## config.mk

```make
export PLATFORM = sky130hd
export DESIGN_NAME = panel_seq
export DESIGN_NICKNAME = d
export VERILOG_FILES = /design/src/rtl/panel_seq.sv
export SDC_FILE = /design/constraint.sdc
export NUM_CORES = 1
export LEC_CHECK = 0
export CORE_ASPECT_RATIO = 2
export CORE_MARGIN = 2
export CORE_UTILIZATION = 36
export DETAILED_ROUTE_END_ITERATION = 8
export PLACE_DENSITY = 0.7
export SYNTH_ARGS = -nofsm -noshare
export SYNTH_HDL_FRONTEND = slang
export SYNTH_SLANG_ARGS = --single-unit
export TNS_END_PERCENT = 1
```

## constraint.sdc

```tcl
create_clock -name clk_i -period 2.8 [get_ports clk_i]
set_input_delay 0.56 -clock clk_i [delete_from_list [all_inputs] [get_ports clk_i]]
set_output_delay 0.56 -clock clk_i [all_outputs]
set_load 0.02 [all_outputs]
```

## src/rtl/panel_seq.sv

```systemverilog
// Front-panel sequencer: turns panel buttons into core control, LOAD/LOOK memory
// accesses, N-step execution and address breakpoints.
module panel_seq #(
  parameter int unsigned ADDR_W   = 8,
  parameter int unsigned DATA_W   = 16,
  parameter int unsigned CNT_W    = 8,
  parameter int unsigned NUM_BKPT = 2,
  parameter int unsigned AUTO_INC = 1
) (
  input  logic                       clk_i,
  input  logic                       arst_ni,
  input  logic                       btn_addr_i,
  input  logic                       btn_load_i,
  input  logic                       btn_look_i,
  input  logic                       btn_step_i,
  input  logic                       btn_run_i,
  input  logic                       btn_stop_i,
  input  logic                       btn_enter_i,
  output logic                       btn_addr_o,
  output logic                       btn_load_o,
  output logic                       btn_look_o,
  output logic                       btn_step_o,
  output logic                       btn_run_o,
  output logic                       btn_stop_o,
  output logic                       btn_enter_o,
  output logic                       led_ready_o,
  output logic                       led_inwait_o,
  output logic                       led_halt_o,
  output logic                       led_bkpt_o,
  input  logic [ADDR_W-1:0]          sw_addr_i,
  input  logic [DATA_W-1:0]          sw_data_i,
  input  logic [CNT_W-1:0]           step_cnt_i,
  input  logic [NUM_BKPT-1:0]        bkpt_en_i,
  input  logic [NUM_BKPT*ADDR_W-1:0] bkpt_addr_i,
  output logic                       core_rst_no,
  output logic                       cpu_exec_o,
  output logic                       pc_wen_o,
  output logic [ADDR_W-1:0]          pc_o,
  input  logic [ADDR_W-1:0]          core_pc_i,
  input  logic                       core_idle_i,
  input  logic                       core_halt_i,
  input  logic                       core_inwait_i,
  input  logic                       instr_val_i,
  input  logic [DATA_W-1:0]          instr_data_i,
  output logic                       mem_sel_o,
  output logic                       mem_val_o,
  output logic                       mem_wen_o,
  output logic [ADDR_W-1:0]          mem_addr_o,
  output logic [DATA_W-1:0]          mem_wdata_o,
  input  logic [DATA_W-1:0]          mem_rdata_i,
  input  logic                       mem_rdy_i,
  output logic [DATA_W-1:0]          disp_data_o
);

  localparam int unsigned NBTN    = 7;
  localparam int unsigned B_ADDR  = 0;
  localparam int unsigned B_LOAD  = 1;
  localparam int unsigned B_LOOK  = 2;
  localparam int unsigned B_STEP  = 3;
  localparam int unsigned B_RUN   = 4;
  localparam int unsigned B_STOP  = 5;
  localparam int unsigned B_ENTER = 6;

  localparam logic [NBTN-1:0] LAMP_READY  = 7'b0011111;
  localparam logic [NBTN-1:0] LAMP_RUN    = 7'b0100000;
  localparam logic [NBTN-1:0] LAMP_INWAIT = 7'b1000110;

  typedef enum logic [2:0] {
    S_READY, S_ADDR, S_MEM, S_RUN, S_STEP, S_DRAIN, S_INWAIT
  } state_e;

  state_e              state_q, state_d;
  logic [CNT_W-1:0]    count_q, count_d, cnt_eff;
  logic [ADDR_W-1:0]   addr_q, addr_d;
  logic [DATA_W-1:0]   disp_q, disp_d;
  logic                ret_inwait_q, ret_inwait_d;
  logic                is_load_q, is_load_d;
  logic                led_halt_q, led_halt_d;
  logic                led_bkpt_q, led_bkpt_d;
  logic [NBTN-1:0]     btn_raw, btn_prev_q, btn_edge_q, go;
  logic [NBTN-1:0]     lamp_q, lamp_d;
  logic                core_rst_n_q, core_rst_n_d;
  logic                cpu_exec_q, cpu_exec_d;
  logic                pc_wen_q, pc_wen_d;
  logic                mem_sel_q, mem_sel_d;
  logic                mem_val_q, mem_val_d;
  logic                mem_wen_q, mem_wen_d;
  logic                led_ready_q, led_ready_d;
  logic                led_inwait_q, led_inwait_d;
  logic                bkpt_hit;

  assign btn_raw = {btn_enter_i, btn_stop_i, btn_run_i, btn_step_i,
                    btn_look_i, btn_load_i, btn_addr_i};
  // An edge only counts while its lamp is lit.
  assign go = btn_edge_q & lamp_q;

  always_comb begin
    bkpt_hit = 1'b0;
    for (int unsigned k = 0; k < NUM_BKPT; k++) begin
      if (bkpt_en_i[k] && (core_pc_i == bkpt_addr_i[k*ADDR_W +: ADDR_W])) begin
        bkpt_hit = 1'b1;
      end
    end
    bkpt_hit = bkpt_hit & instr_val_i;
  end

  assign cnt_eff = bkpt_hit ? CNT_W'(1) : count_q;

  // Next-state logic
  always_comb begin
    state_d      = state_q;
    count_d      = count_q;
    addr_d       = addr_q;
    disp_d       = disp_q;
    ret_inwait_d = ret_inwait_q;
    is_load_d    = is_load_q;
    led_halt_d   = led_halt_q;
    led_bkpt_d   = led_bkpt_q;
    unique case (state_q)
      S_READY: begin
        if (go[B_RUN]) begin
          state_d    = S_RUN;
          count_d    = CNT_W'(1);
          led_halt_d = 1'b0;
          led_bkpt_d = 1'b0;
        end else if (go[B_STEP]) begin
          state_d    = S_STEP;
          count_d    = (step_cnt_i == '0) ? CNT_W'(1) : step_cnt_i;
          led_halt_d = 1'b0;
          led_bkpt_d = 1'b0;
        end else if (go[B_LOAD] || go[B_LOOK]) begin
          state_d      = S_MEM;
          is_load_d    = go[B_LOAD];
          ret_inwait_d = 1'b0;
        end else if (go[B_ADDR]) begin
          state_d = S_ADDR;
          addr_d  = sw_addr_i;
        end
      end
      S_ADDR: state_d = S_READY;
      S_MEM: begin
        if (mem_rdy_i) begin
          disp_d  = is_load_q ? sw_data_i : mem_rdata_i;
          if (AUTO_INC != 0) addr_d = addr_q + ADDR_W'(1);
          state_d = ret_inwait_q ? S_INWAIT : S_READY;
        end
      end
      S_RUN: begin
        if (core_halt_i) begin
          state_d    = S_READY;
          led_halt_d = 1'b1;
        end else if (bkpt_hit) begin
          state_d    = S_DRAIN;
          count_d    = CNT_W'(1);
          led_bkpt_d = 1'b1;
        end else if (core_inwait_i) begin
          state_d = S_INWAIT;
        end else if (go[B_STOP]) begin
          state_d = S_DRAIN;
          count_d = CNT_W'(1);
        end
      end
      S_STEP: begin
        state_d = S_DRAIN;
        count_d = cnt_eff;
        if (bkpt_hit) led_bkpt_d = 1'b1;
      end
      S_DRAIN: begin
        count_d = cnt_eff;
        if (core_halt_i) begin
          state_d    = S_READY;
          led_halt_d = 1'b1;
        end else begin
          if (bkpt_hit) led_bkpt_d = 1'b1;
          if (core_inwait_i) begin
            state_d = S_INWAIT;
          end else if (core_idle_i) begin
            if (cnt_eff > CNT_W'(1)) begin
              state_d = S_STEP;
              count_d = cnt_eff - CNT_W'(1);
            end else begin
              state_d = S_READY;
            end
          end
        end
      end
      S_INWAIT: begin
        if (go[B_ENTER]) begin
          state_d = S_READY;
        end else if (go[B_LOAD] || go[B_LOOK]) begin
          state_d      = S_MEM;
          is_load_d    = go[B_LOAD];
          ret_inwait_d = 1'b1;
        end
      end
      default: state_d = S_READY;
    endcase
    // Retire display wins over a LOAD/LOOK completing in the same cycle.
    if (instr_val_i) disp_d = instr_data_i;
  end

  // Registered outputs decoded from the next state
  always_comb begin
    lamp_d       = '0;
    core_rst_n_d = 1'b1;
    cpu_exec_d   = 1'b0;
    pc_wen_d     = 1'b0;
    mem_sel_d    = 1'b0;
    mem_val_d    = 1'b0;
    mem_wen_d    = 1'b0;
    led_ready_d  = 1'b0;
    led_inwait_d = 1'b0;
    unique case (state_d)
      S_READY: begin
        lamp_d       = LAMP_READY;
        core_rst_n_d = 1'b0;
        mem_sel_d    = 1'b1;
        led_ready_d  = 1'b1;
      end
      S_ADDR: begin
        core_rst_n_d = 1'b0;
        pc_wen_d     = 1'b1;
        mem_sel_d    = 1'b1;
      end
      S_MEM: begin
        core_rst_n_d = ret_inwait_d;
        mem_sel_d    = 1'b1;
        mem_val_d    = 1'b1;
        mem_wen_d    = is_load_d;
      end
      S_RUN: begin
        lamp_d     = LAMP_RUN;
        cpu_exec_d = 1'b1;
      end
      S_STEP:  cpu_exec_d = 1'b1;
      S_DRAIN: cpu_exec_d = 1'b0;
      S_INWAIT: begin
        lamp_d       = LAMP_INWAIT;
        led_inwait_d = 1'b1;
      end
      default: core_rst_n_d = 1'b0;
    endcase
  end

  always_ff @(posedge clk_i or negedge arst_ni) begin
    if (!arst_ni) begin
      state_q      <= S_READY;
      count_q      <= '0;
      addr_q       <= '0;
      disp_q       <= '0;
      ret_inwait_q <= 1'b0;
      is_load_q    <= 1'b0;
      led_halt_q   <= 1'b0;
      led_bkpt_q   <= 1'b0;
      btn_prev_q   <= '0;
      btn_edge_q   <= '0;
      lamp_q       <= LAMP_READY;
      core_rst_n_q <= 1'b0;
      cpu_exec_q   <= 1'b0;
      pc_wen_q     <= 1'b0;
      mem_sel_q    <= 1'b1;
      mem_val_q    <= 1'b0;
      mem_wen_q    <= 1'b0;
      led_ready_q  <= 1'b1;
      led_inwait_q <= 1'b0;
    end else begin
      state_q      <= state_d;
      count_q      <= count_d;
      addr_q       <= addr_d;
      disp_q       <= disp_d;
      ret_inwait_q <= ret_inwait_d;
      is_load_q    <= is_load_d;
      led_halt_q   <= led_halt_d;
      led_bkpt_q   <= led_bkpt_d;
      btn_prev_q   <= btn_raw;
      btn_edge_q   <= btn_raw & ~btn_prev_q;
      lamp_q       <= lamp_d;
      core_rst_n_q <= core_rst_n_d;
      cpu_exec_q   <= cpu_exec_d;
      pc_wen_q     <= pc_wen_d;
      mem_sel_q    <= mem_sel_d;
      mem_val_q    <= mem_val_d;
      mem_wen_q    <= mem_wen_d;
      led_ready_q  <= led_ready_d;
      led_inwait_q <= led_inwait_d;
    end
  end

  assign {btn_enter_o, btn_stop_o, btn_run_o, btn_step_o,
          btn_look_o, btn_load_o, btn_addr_o} = lamp_q;
  assign led_ready_o  = led_ready_q;
  assign led_inwait_o = led_inwait_q;
  assign led_halt_o   = led_halt_q;
  assign led_bkpt_o   = led_bkpt_q;
  assign core_rst_no  = core_rst_n_q;
  assign cpu_exec_o   = cpu_exec_q;
  assign pc_wen_o     = pc_wen_q;
  assign pc_o         = sw_addr_i;
  assign mem_sel_o    = mem_sel_q;
  assign mem_val_o    = mem_val_q;
  assign mem_wen_o    = mem_wen_q;
  assign mem_addr_o   = addr_q;
  assign mem_wdata_o  = sw_data_i;
  assign disp_data_o  = disp_q;

endmodule

```

# Yosys cells after proc, flatten, opt, wreduce, memory -nomap -nowiden
# Cells that the tools add are included.
op_classes:
  bitwise_logic: 4
  n_addsub: 2
  eq_ne: 24
  reduce_logical: 21
  magnitude_cmp: 1
  n_mux: 69
op_table:
  columns: ["operator", "n"]
  rows:
  - ["$mux 8", 17]
  - ["$mux 16", 4]
  - ["$mux 3", 16]
  - ["$pmux 8 s4", 1]
  - ["$mux 1", 23]
  - ["$pmux 7 s3", 1]
  - ["$eq 3x3->1 const B", 6]
  - ["$pmux 3 s6", 1]
  - ["$eq 8x8->1", 2]
  - ["$pmux 8 s2", 1]
  - ["$and 7x7->7", 2]
  - ["$ne 2x2->1 const B", 7]
  - ["$eq 3x2->1 const B", 4]
  - ["$ne 3x3->1 const B", 3]
  - ["$add 8x1->8 const B", 1]
  - ["$gt 8x1->1 const B", 1]
  - ["$logic_not 8->1", 1]
  - ["$pmux 1 s2", 4]
  - ["$reduce_bool 2->1", 4]
  - ["$sub 8x1->8 const B", 1]
  - ["$not 7->7", 1]
  - ["$logic_not 3->1", 2]
  - ["$reduce_and 3->1", 2]
  - ["$reduce_and 6->1", 1]
  - ["13 further kinds", 15]
word_totals:
  ff_bits: 68
  elab_cells: 140
  output_inout_bits: 65

# Logic depth before layout (Yosys ltp)
depth:
  word_depth: 15
  ltp_mapped: 16
  mapped_depth_nobuf: 14

# Least setup slack after synthesis
# Ideal clock, no wire load.
synth_timing:
  path_type: "in2reg"
  start: "input port bkpt_addr_i[6]"
  end: "register count_q[0]"
  t_required_ps: 2679
  setup_ps: 121
  n_path_buf: 1
  setup_slack_ps: -445
  stages: 15
  t_arrival_ps: 3124
  cell_sequence: "xor2_1 > nor4_1 > nand3_2 > nand2_1 > buf_4 > or2_2 > inv_1 > ha_1 > or2_2 > nand3_1 > and2_1 > nor2b_1 > a21boi_0 > o21bai_1 > a22o_1"
synth_between:
  elab_chain_len: 12
  word_cells_on_any_way: 18
  classes_between: "add/sub: 1; order compare: 1; eq/ne: 3; mux: 10; bitwise: 1; reduce/logical: 2"
synth_rtl:
  columns: ["item", "line_no", "text"]
  rows:
  - ["start: declaration", "34", "input logic [NUM_BKPT*ADDR_W-1:0] bkpt_addr_i,"]
  - ["$eq 8x8->1 *", "100", "if (bkpt_en_i[k] && (core_pc_i == bkpt_addr_i[k*ADDR_W +: ADDR_W])) begin"]
  - ["$logic_and 1x1->1 *", "100", null]
  - ["$mux 1 * (2 in series)", "100", null]
  - ["$and 1x1->1 *", "104", "bkpt_hit = bkpt_hit & instr_val_i;"]
  - ["$mux 8", "107", "assign cnt_eff = bkpt_hit ? CNT_W'(1) : count_q;"]
  - ["$sub 8x1->8 / $gt 8x1->1 (equally long branches)", "180, 178", null]
  - ["$mux 8", "178", "if (cnt_eff > CNT_W'(1)) begin"]
  - ["$mux 8", "177", "end else if (core_idle_i) begin"]
  - ["$mux 8", "175", "if (core_inwait_i) begin"]
  - ["$mux 8", "170", "if (core_halt_i) begin"]
  - ["$pmux 8 s4", "119", "unique case (state_q)"]
  - ["end signal: assignment", "268", "count_q <= count_d;"]
  - ["end: declaration", "73", "logic [CNT_W-1:0] count_q, count_d, cnt_eff;"]
# Every way passes the cells marked *; elsewhere a longest branch is shown, timed or not. The select of a mux whose other input is x is not followed.
# A chain may end at the register's enable or synchronous reset.

# Worst setup path after layout
layout_timing:
  start: "input port bkpt_addr_i[6]"
  end: "register count_q[3]"
# The elaborated chain is that of the path after synthesis.

==> run_results.csv <==
group,metric,value,unit
synth,synth-simple-area-share,20.1,%
placement,portBuffers,168,
floorplanning,floorplan.initialDensity,37.0,%
flow_run,cap_violations,0,
placement,dpl.cell_count,712,
clocking,cts.clk_slew.worst_paths,0.06,ns
finish,final_cells,733,
sta,min_period_over_period,94.2,%
finish,area_growth,56.7,%
sta,rsz0062_at_grt,"no",
synth,yosys_register_bits,65,
sta,setup_ws,0.162,ns
floorplanning,boundaryPins,169,
sta,finalSetupTns,0,ns
synth,syn_area_per_cell,9.01,um^2
sta,hold_slack,0.246,ns
global_route,grt_max_degree,41,
synth,synthMuxAreaShare,4.39,%
synth,synth_edf_count,0,
synth,synth_top_family_by_area,"compound AO/OA/AOI/OAI gates",
setup_path,cp-end-kind,"flip-flop",
synth,synth_compound_area_share,20.5,%
min_path,min_path_type,"input pin to asynchronous set/reset pin",
floorplanning,std_cell_rows,53,
pwr,powerDensity,904,mW/mm^2
clocking,cts_buffer_depth,2,
synth,synth-xor-area-share,3.62,%
sta,setup_violations,0,
sta,fmax,379,MHz
synth,synth_flop_cell,"dfrtp_1",
floorplanning,core-area,0.0105,mm^2
finish,nets,698,
global_route,grt_pass1_wl,19000,um
setup_path,worstSetupPathType,"input pin to flip-flop",
detailed_routing,drc,0,
synth,async_flop_share,100,%
synth,synth_cells,430,
sta,hold_violations,0,
placement,dp_worst_setup_slack,-0.500,ns
status,status,"finished, final reports clean",
synth,yosysUniqueCellTypes,61,
sta,relSlewSlack,33.9,%
clocking,cts_buffers,9,
detailed_routing,drtAntennaViolNets,0,
setup_path,slowest_delay,0.32,ns
synth,synthAdderAreaFrac,0.969,%
floorplanning,die_x,77.3,um
detailed_routing,drt-initial-drc-count,148,
clocking,cts_sinks,65,
setup_path,cp-start-kind,"input pin",
global_route,antenna_found_initial,0,
finish,stdcell_area,0.00607,mm^2
sta,fin_worst_skew,0.00513,ns
finish,fillers,968,
pwr,p_leak,2.61,nW
placement,place_area,0.00565,mm^2
detailed_routing,firstDrtPassIters,5,
setup_path,worstPathCellList,"clkdlybuf4s15_1 -> xor2_1 -> nor4_2 -> nand3_2 -> nand2_2 -> or2_4 -> inv_2 -> ha_4 -> or2_4 -> nand3_4 -> and2_4 -> nor2b_4 -> nor2b_4 -> a32oi_1 -> o22ai_1",
synth,ys_seq_area_share,42.1,%
detailed_routing,routed_wl,11700,um
setup_path,critPathMaxFanout,4,
setup_path,cp_data_required_time,3.05,ns
clocking,root_buffer,"clkbuf_16",
synth,synthesis.area,0.00387,mm^2
synth,ys_warn_count,0,
detailed_routing,wire_per_inst,16.0,um
setup_path,arrival,2.89,ns
synth,syn-num-nets,537,
global_route,grt.total_usage,20.6,%
pwr,finalPower,5.49,mW
placement,gp_congestion,0.890,
placement,place_hpwl,9420,um
sta,tightest_slew,0.985,ns
floorplanning,dieArea,0.0117,mm^2
clocking,insertion_delay,0.33,ns
sta,final-max-slew-violation-count,0,
detailed_routing,viasPerCell,5.17,
finish,drive_gt1_share,13.1,%
global_route,grt-ovfl-total,0,
setup_path,slowest_stage,"nor4_2",
clocking,h-tree-depth,3,
global_route,grt_pass1_vias,3927,
detailed_routing,num_vias,3792,
pwr,irDropWorstVdd,0.460,mV
clocking,cts_tree,"done",
sta,finalCriticalPeriod,2.64,ns
finish,diodes,0,
floorplanning,die-height,151,um
finish,final_util,57.9,%
routing by layer:
layer / share of wire [%] / wire length [um] / GRT usage [%]
met1: 33 / 3850 / 18.6
met2: 57 / 6660 / 40.8
met3: 7.8 / 914 / 6.35
met4: 2.8 / 333 / 9.38
met5: 0 / 0 / 0
cell families (layout without fill, tap and decap cells):
kind of cell,after synthesis,count (layout)
and+or+nand+nor,149,149
AOI/OAI and AO/OA,126,126
xor gates and xnor gates,16,16
DFF,65,65
muxes,17,17
buffers and inverters,54,220
adders and majority gates,3,3
where the power goes:
| group | switching (mW) | internal [mW] | leakage (nW) |
|---|---|---|---|
| Sequential | 0.343 | 1.25 | 0.799 |
| Clock | 0.423 | 0.692 | 0.139 |
| Combinational | 1.44 | 1.34 | 1.68 |
area by class of cell:
class | instances | area (um^2) | share of cell area [%]
Timing Repair Buffer | 196 | 1920 | 31.7
Inverter | 8 | 30.0 | 0.495
Clock inverter | 6 | 67.6 | 1.11
Tap cell | 137 | 171 | 2.82
Clock buffer | 10 | 229 | 3.77
Multi-Input combinational cell | 311 | 2020 | 33.2
Sequential cell | 65 | 1630 | 26.9
repair_timing:
action | CTS | global route
pin swaps | 10 | 21
resized for setup | 16 | 30
hold buffers | 0 | 0
setup endpoints to repair | 14 | 14
buffers inserted | 4 | 1
sequential cells by signal, summed over array words and instances (netlist names), 3 cells and up:
| name | count |
|---|---|
| disp_data_o | 16 |
| count_q | 8 |
| mem_addr_o | 8 |
| btn_edge_q | 7 |
| btn_prev_q | 7 |
| lamp_q | 4 |
| state_q | 3 |
worst max-delay path, delay by kind of cell:
kind / cells / cell delay [ns]
compound gates: 2 / 0.30
xor+xnor: 1 / 0.17
buf+inv: 2 / 0.23
simple gates: 9 / 1.49
fa+ha+maj: 1 / 0.15
Yosys cell counts (6+ instances only):
master | count | area [um^2]
nand2_1 | 39 | 146
nor3_1 | 8 | 40.0
nand3_1 | 9 | 45.0
o21ai_0 | 35 | 175
a31oi_1 | 8 | 50.1
inv_1 | 7 | 26.3
nor2b_1 | 11 | 68.8
dfrtp_1 | 61 | 1530
buf_4 | 28 | 210
clkbuf_1 | 7 | 26.3
xor2_1 | 14 | 123
buf_2 | 6 | 30.0
mux2i_1 | 17 | 170
nor2_1 | 38 | 143
nand2b_1 | 9 | 56.3
a21oi_1 | 36 | 180
path summary, 6_finish.rpt:
path | start | depth (start not counted) | slack [ns] | to
max | bkpt_addr_i[6] | 15 | 0.16 | count_q[3]
min | arst_ni | 1 | 0.25 | disp_data_o[9]
max reg2reg | state_q[1] | 4 | 0.60 | mem_addr_o[3]
min reg2reg | btn_prev_q[5] | 1 | 0.39 | btn_edge_q[5]
max in group asynchronous | arst_ni | 2 | 1.85 | mem_sel_o
min in group clk_i | btn_prev_q[5] | 1 | 0.39 | btn_edge_q[5]
layout by cell type (no fill, tap or decap), types with 6 or more instances in the layout:
| cell | netlist | routed |
|---|---|---|
| nand3_1 | 9 | 8 |
| clkdlybuf4s15_1 | 0 | 7 |
| a31oi_1 | 8 | 8 |
| xor2_1 | 14 | 12 |
| nor2b_1 | 11 | 9 |
| nor2_1 | 38 | 38 |
| nor3_1 | 8 | 6 |
| clkbuf_16 | 0 | 9 |
| o21ai_0 | 35 | 35 |
| dfrtp_1 | 61 | 61 |
| inv_1 | 7 | 6 |
| clkdlybuf4s50_1 | 0 | 143 |
| a21oi_1 | 36 | 36 |
| mux2i_1 | 17 | 17 |
| dlymetal6s2s_1 | 0 | 14 |
| nand2b_1 | 9 | 9 |
| nand2_1 | 39 | 38 |
| buf_4 | 28 | 27 |
Note: power is estimated with default switching activity, not from simulation.
